`src/rtl/bit_packer_pkg.sv`:
```
// Shared compression package.
// Purpose: default widths for the bit packer, the codeword length clamp value
//          and the packer state encoding. Also provides the length clamp helper.
// Contents:
//   ACC_W_DEF  default accumulator width (7 leftover bits + 8 new bits)
//   CNT_W_DEF  default handed-off byte counter width
//   LEN_MAX    largest codeword length; longer requests are clamped to it
//   ST_RUN / ST_DRAIN  packer states
package bit_packer_pkg;

  localparam int ACC_W_DEF = 15;
  localparam int CNT_W_DEF = 16;

  localparam logic [3:0] LEN_MAX = 4'd8;

  localparam logic [0:0] ST_RUN   = 1'b0;
  localparam logic [0:0] ST_DRAIN = 1'b1;

  // Lengths above LEN_MAX are treated as LEN_MAX.
  function automatic logic [3:0] clamp_len(input logic [3:0] len);
    return (len > LEN_MAX) ? LEN_MAX : len;
  endfunction

endpackage

```
`src/rtl/bit_packer.sv`:
```
// bit_packer
// Purpose: packs variable-length codewords (0..8 bits, MSB first) into a byte
//          stream. The first received bit lands in OUT[7]. A FLUSH request
//          drains all full bytes and then emits any leftover bits as a final
//          zero-padded byte marked with OUT_LAST.
// Ports:
//   CLK        rising-edge clock
//   RST_N      asynchronous active-low reset
//   CODE[7:0]  codeword, right-aligned, LEN LSBs meaningful
//   LEN[3:0]   codeword length; 0 is a no-op, >8 is clamped to 8
//   IN_VALID   CODE/LEN valid
//   IN_READY   codeword can be accepted this cycle
//   FLUSH      single-cycle request to emit any partial byte
//   OUT[7:0]   packed byte
//   OUT_VALID  OUT holds a byte
//   OUT_READY  downstream accepts OUT
//   OUT_LAST   OUT is the zero-padded final byte of a flush
//   BYTE_CNT   number of bytes handed off, wrapping
module bit_packer
  import bit_packer_pkg::*;
#(
  parameter int ACC_W = ACC_W_DEF,
  parameter int CNT_W = CNT_W_DEF
) (
  input  logic             CLK,
  input  logic             RST_N,
  input  logic [7:0]       CODE,
  input  logic [3:0]       LEN,
  input  logic             IN_VALID,
  output logic             IN_READY,
  input  logic             FLUSH,
  output logic [7:0]       OUT,
  output logic             OUT_VALID,
  input  logic             OUT_READY,
  output logic             OUT_LAST,
  output logic [CNT_W-1:0] BYTE_CNT
);

  // Accumulator holds its fill bits right-aligned; the oldest bit sits at
  // position r_fill-1. Bits above r_fill are stale and never read.
  logic [ACC_W-1:0] r_acc;
  logic [3:0]       r_fill;
  logic [0:0]       r_state;
  logic [7:0]       r_out;
  logic             r_out_valid;
  logic             r_out_last;
  logic [CNT_W-1:0] r_byte_cnt;

  logic [3:0]       w_len;
  logic [7:0]       w_mask;
  logic [7:0]       w_code_m;
  logic             w_accept;
  logic             w_handoff;
  logic             w_slot_free;
  logic             w_load_full;
  logic             w_load_part;
  logic [7:0]       w_full_byte;
  logic [7:0]       w_part_byte;
  logic [3:0]       w_fill_next;

  assign w_len    = clamp_len(LEN);
  assign w_mask   = 8'((9'd1 << w_len) - 9'd1);
  assign w_code_m = CODE & w_mask;

  assign IN_READY    = (r_state == ST_RUN) && (r_fill < LEN_MAX);
  assign w_accept    = IN_VALID && IN_READY;
  assign w_handoff   = r_out_valid && OUT_READY;
  assign w_slot_free = !r_out_valid || OUT_READY;

  // Full bytes always take priority; the padded tail is only produced in
  // DRAIN once fewer than 8 bits remain.
  assign w_load_full = (r_fill >= LEN_MAX) && w_slot_free;
  assign w_load_part = (r_state == ST_DRAIN) && (r_fill != 4'd0) &&
                       (r_fill < LEN_MAX) && w_slot_free;

  // Oldest 8 bits, and leftover bits moved up to OUT[7] with zero fill.
  assign w_full_byte = 8'(r_acc >> (r_fill - LEN_MAX));
  assign w_part_byte = 8'(r_acc << (LEN_MAX - r_fill));

  // Fill never exceeds 15, so 4-bit modular arithmetic is exact here.
  assign w_fill_next = r_fill + (w_accept ? w_len : 4'd0)
                              - (w_load_full ? LEN_MAX : 4'd0);

  always_ff @(posedge CLK or negedge RST_N) begin
    if (!RST_N) begin
      r_acc       <= '0;
      r_fill      <= 4'd0;
      r_state     <= ST_RUN;
      r_out       <= 8'h00;
      r_out_valid <= 1'b0;
      r_out_last  <= 1'b0;
      r_byte_cnt  <= '0;
    end else begin
      if (w_accept) begin
        r_acc <= (r_acc << w_len) | ACC_W'(w_code_m);
      end

      r_fill <= w_load_part ? 4'd0 : w_fill_next;

      if (w_load_full) begin
        r_out       <= w_full_byte;
        r_out_valid <= 1'b1;
        r_out_last  <= 1'b0;
      end else if (w_load_part) begin
        r_out       <= w_part_byte;
        r_out_valid <= 1'b1;
        r_out_last  <= 1'b1;
      end else if (w_handoff) begin
        r_out_valid <= 1'b0;
      end

      if (w_handoff) begin
        r_byte_cnt <= r_byte_cnt + 1'b1;
      end

      // A flush coinciding with an accept still enters DRAIN; the accepted
      // bits are already counted in the next fill.
      case (r_state)
        ST_RUN:   if (FLUSH) r_state <= ST_DRAIN;
        ST_DRAIN: if (r_fill == 4'd0) r_state <= ST_RUN;
        default:  r_state <= ST_RUN;
      endcase
    end
  end

  assign OUT       = r_out;
  assign OUT_VALID = r_out_valid;
  assign OUT_LAST  = r_out_last;
  assign BYTE_CNT  = r_byte_cnt;

endmodule

```
`config.mk`:
```
export PLATFORM = sky130hd
export DESIGN_NAME = bit_packer
export DESIGN_NICKNAME = d
export VERILOG_FILES = /design/src/rtl/bit_packer_pkg.sv /design/src/rtl/bit_packer.sv
export SDC_FILE = /design/constraint.sdc
export NUM_CORES = 1
export LEC_CHECK = 0
export CORE_MARGIN = 2
export CORE_UTILIZATION = 56
export DETAILED_ROUTE_END_ITERATION = 7
export PLACE_DENSITY = 0.81
export SYNTH_ARGS = -nofsm -noshare
export SYNTH_HDL_FRONTEND = slang
export SYNTH_SLANG_ARGS = --single-unit
```
`constraint.sdc`:
```
create_clock -name CLK -period 3.9 [get_ports CLK]
set_clock_uncertainty 0.15 [all_clocks]
set_input_delay 0.39 -clock CLK [delete_from_list [all_inputs] [get_ports CLK]]
set_output_delay 0.39 -clock CLK [all_outputs]
set_load 0.02 [all_outputs]
```
==> flow_summary.yaml <==
die:
  initial_utilization: 0.574
  num_io_pins: 44
  dieHeight_um: 81.4
  die_width_um: 81.4
  die_area_um2: 6630
  core_area_um2: 5850
  rows: 28
clocking:
  htreeDepth: 2
  clk_latency_ps: 300
  cts_setup_buffers: 0
  clock-root-buffer: "clkbuf_8"
  clk_pin_slew_worst_paths_ps: 80
  cts_made_buffers: 5
  cts_tree: "done"
  cts_resized: 0
  cts_buffer_depth: 2
  cts.sinks: 46
  hold_buffers: 0
layout:
  n_antenna_cell: 0
  multiInputGateArea_um2: 2020
  final_util: 0.668
  final_nets: 405
  drive_gt1_frac: 0.121
  syn2layout_area_growth_pct: 16.4
  seq_area_um2: 1150
  n_fill_cell: 448
setup_path:
  critPathCaptureType: "flip-flop"
  cp.arrival_ps: 2830
  crit_required_ps: 3940
  path_class: "primary input to flip-flop"
  path_max_fanout: 11
  startpoint_type: "primary input"
synth:
  seq_area_frac_synth: 0.343
  ys.flop_type: "dfrtp_1"
  ys_ff_latch: 46
  synth_nets: 375
  syn_area_per_cell_um2: 9.59
  synth_edf_count: 0
  post_synth_num_cell_types: 55
  syn-instance-count: 350
  yosysWarnings: 0
  async_flop_share: 1.00
  netlist_area_um2: 3360
timing:
  worst_slew_pin_slew_ps: 1040
  fin_crit_sh: 0.716
  slew_headroom: 0.309
  drv_slew: 0
  hold_violations: 0
  layout_min_cycle_time_ps: 2790
  fin_setup_tns_ps: 0
  worst_hold_slack_ps: 120
  rsz0062_at_grt: "no"
  finalSetupViolCount: 0
  max_freq_mhz: 358
global_route:
  grt_max_degree: 47
  grt_pass1_wl_mm: 14.1
  grtUsageTotal: 0.276
  antenna_found_initial: 0
  overflow: 0
  grt_pass1_vias: 2899
drt:
  wl_mm: 8.24
  drtPass1Iterations: 4
  vias: 2874
  final_antenna_net_count: 0
  first_iter_violations: 202
  wl_per_cell_um: 18.1
  viasPerCell: 6.30
  drc_errors: 0
power:
  leakage_uw: 0.00156
  power.density_nw_per_um2: 765
  power_uw: 2990
  peakVddDrop_mv: 0.500
min_path:
  hold_class: "primary input to asynchronous set/reset pin"
placement:
  port_buffers: 43
  dp_hpwl_mm: 5.88
  gp_congestion: 0.892
run:
  cap_violations: 0
outcome:
  status: "complete, no violations"
-- state kept, by name, summed over array words and instances, names as in the netlist --
register,flops
OUT,8
r_acc,15
r_fill,4
r_state,1
OUT_LAST,1
BYTE_CNT,16
OUT_VALID,1
-- stage by stage --
stage | std cells | setup slack [ps] | area, um2
6_report | 456 | 1110 | 3910
5_1_grt | 456 | 926 | 3910
4_1_cts | 456 | 1120 | 3910
3_5_place_dp | 448 | 807 | 3800
3_3_place_gp | 448 | 897 | 3800
2_1_floorplan | 350 | 799 | 3360
-- placed cells by master, fill, tap and decap left out, types with 6 or more instances in the layout --
cell type	netlist	final
clkdlybuf4s50_1	0	42
nor2_1	34	34
nand3_1	9	9
buf_4	2	9
a21oi_1	17	17
nor3_1	6	6
xor2_1	6	6
inv_1	9	9
a221oi_1	7	7
ha_1	8	8
o21ai_1	6	6
dfrtp_1	46	46
mux2_2	8	8
mux2i_1	23	23
nand2b_1	8	8
xnor2_1	13	13
mux4_2	15	15
nand2_1	36	36
-- cells in the mapped netlist (all sizes together) (2+ instances only) --
master / number / area share
a221oi: 7 / 0.018
o31ai: 2 / 0.0045
mux2i: 23 / 0.069
mux2: 9 / 0.030
a32oi: 4 / 0.010
o211ai: 5 / 0.013
xor2: 6 / 0.016
a21boi: 2 / 0.0045
nor4: 4 / 0.0093
o21ai: 11 / 0.016
inv: 10 / 0.011
xnor2: 14 / 0.042
buf: 14 / 0.026
and3: 2 / 0.0037
a221o: 2 / 0.0060
a22oi: 4 / 0.0089
and2: 2 / 0.0037
ha: 8 / 0.030
nor2: 34 / 0.038
nor3: 6 / 0.0089
a211oi: 4 / 0.0089
nand2: 36 / 0.040
o22a: 2 / 0.0052
a21oi: 17 / 0.025
clkbuf: 15 / 0.017
a31oi: 4 / 0.0075
dfrtp: 46 / 0.34
nand3: 9 / 0.013
nand4: 5 / 0.0093
mux4: 15 / 0.10
nor3b: 2 / 0.0060
nor2b: 5 / 0.0093
nand2b: 8 / 0.015
-- final timing paths --
path | start | to | slack [ps] | cells after the start
worst min-delay path | RST_N | BYTE_CNT[0] | 120 | 1
min in group CLK | BYTE_CNT[15] | BYTE_CNT[15] | 330 | 1
worst min register to register | BYTE_CNT[15] | BYTE_CNT[15] | 330 | 1
max in group asynchronous | RST_N | BYTE_CNT[11] | 2850 | 1
worst max-delay path | LEN[2] | r_fill[3] | 1110 | 11
worst max register to register | r_fill[1] | OUT[6] | 1140 | 7
-- area by class of cell --
cell class,count,area share
Clock buffer,5,0.0176
Tap cell,75,0.0240
Clock inverter,3,0.0102
Timing Repair Buffer,52,0.126
Inverter,11,0.0106
Multi-Input combinational cell,264,0.517
Sequential cell,46,0.295
-- worst max-delay path, stage by stage --
cell and delay (ps):
clkdlybuf4s50_1 710, inv_1 110, nor2_1 150, nand2_1 70
ha_1 270, inv_1 40, ha_1 320, a21oi_1 170
xnor2_1 200, xnor2_1 110, a221o_1 290
-- report_power, final --
part,switching (uW),internal [uW]
combinational,821,830
clock,163,189
sequential,328,658
-- logic make-up (layout without fill, tap and decap cells) --
family / Yosys count / after routing / synth area share
flip-flops: 46 / 46 / 0.343
AND/OR/NAND/NOR: 115 / 115 / 0.161
multiplexers: 47 / 47 / 0.199
AO/OA/AOI/OAI: 74 / 74 / 0.154
buffers and inverters: 40 / 71 / 0.0552
adder cells (fa/ha/maj): 8 / 8 / 0.0298
XOR/XNOR: 20 / 20 / 0.0578
-- per-layer routing --
metal,global-route usage,share of wire,wire length [um],up-vias
met5,0,0,0,-
met4,0.103,0.018,152,0
met3,0.0418,0.062,515,17
met2,0.488,0.51,4210,122
met1,0.341,0.41,3370,1396
li1,-,-,-,1339
(Power assumes the default switching activity.)
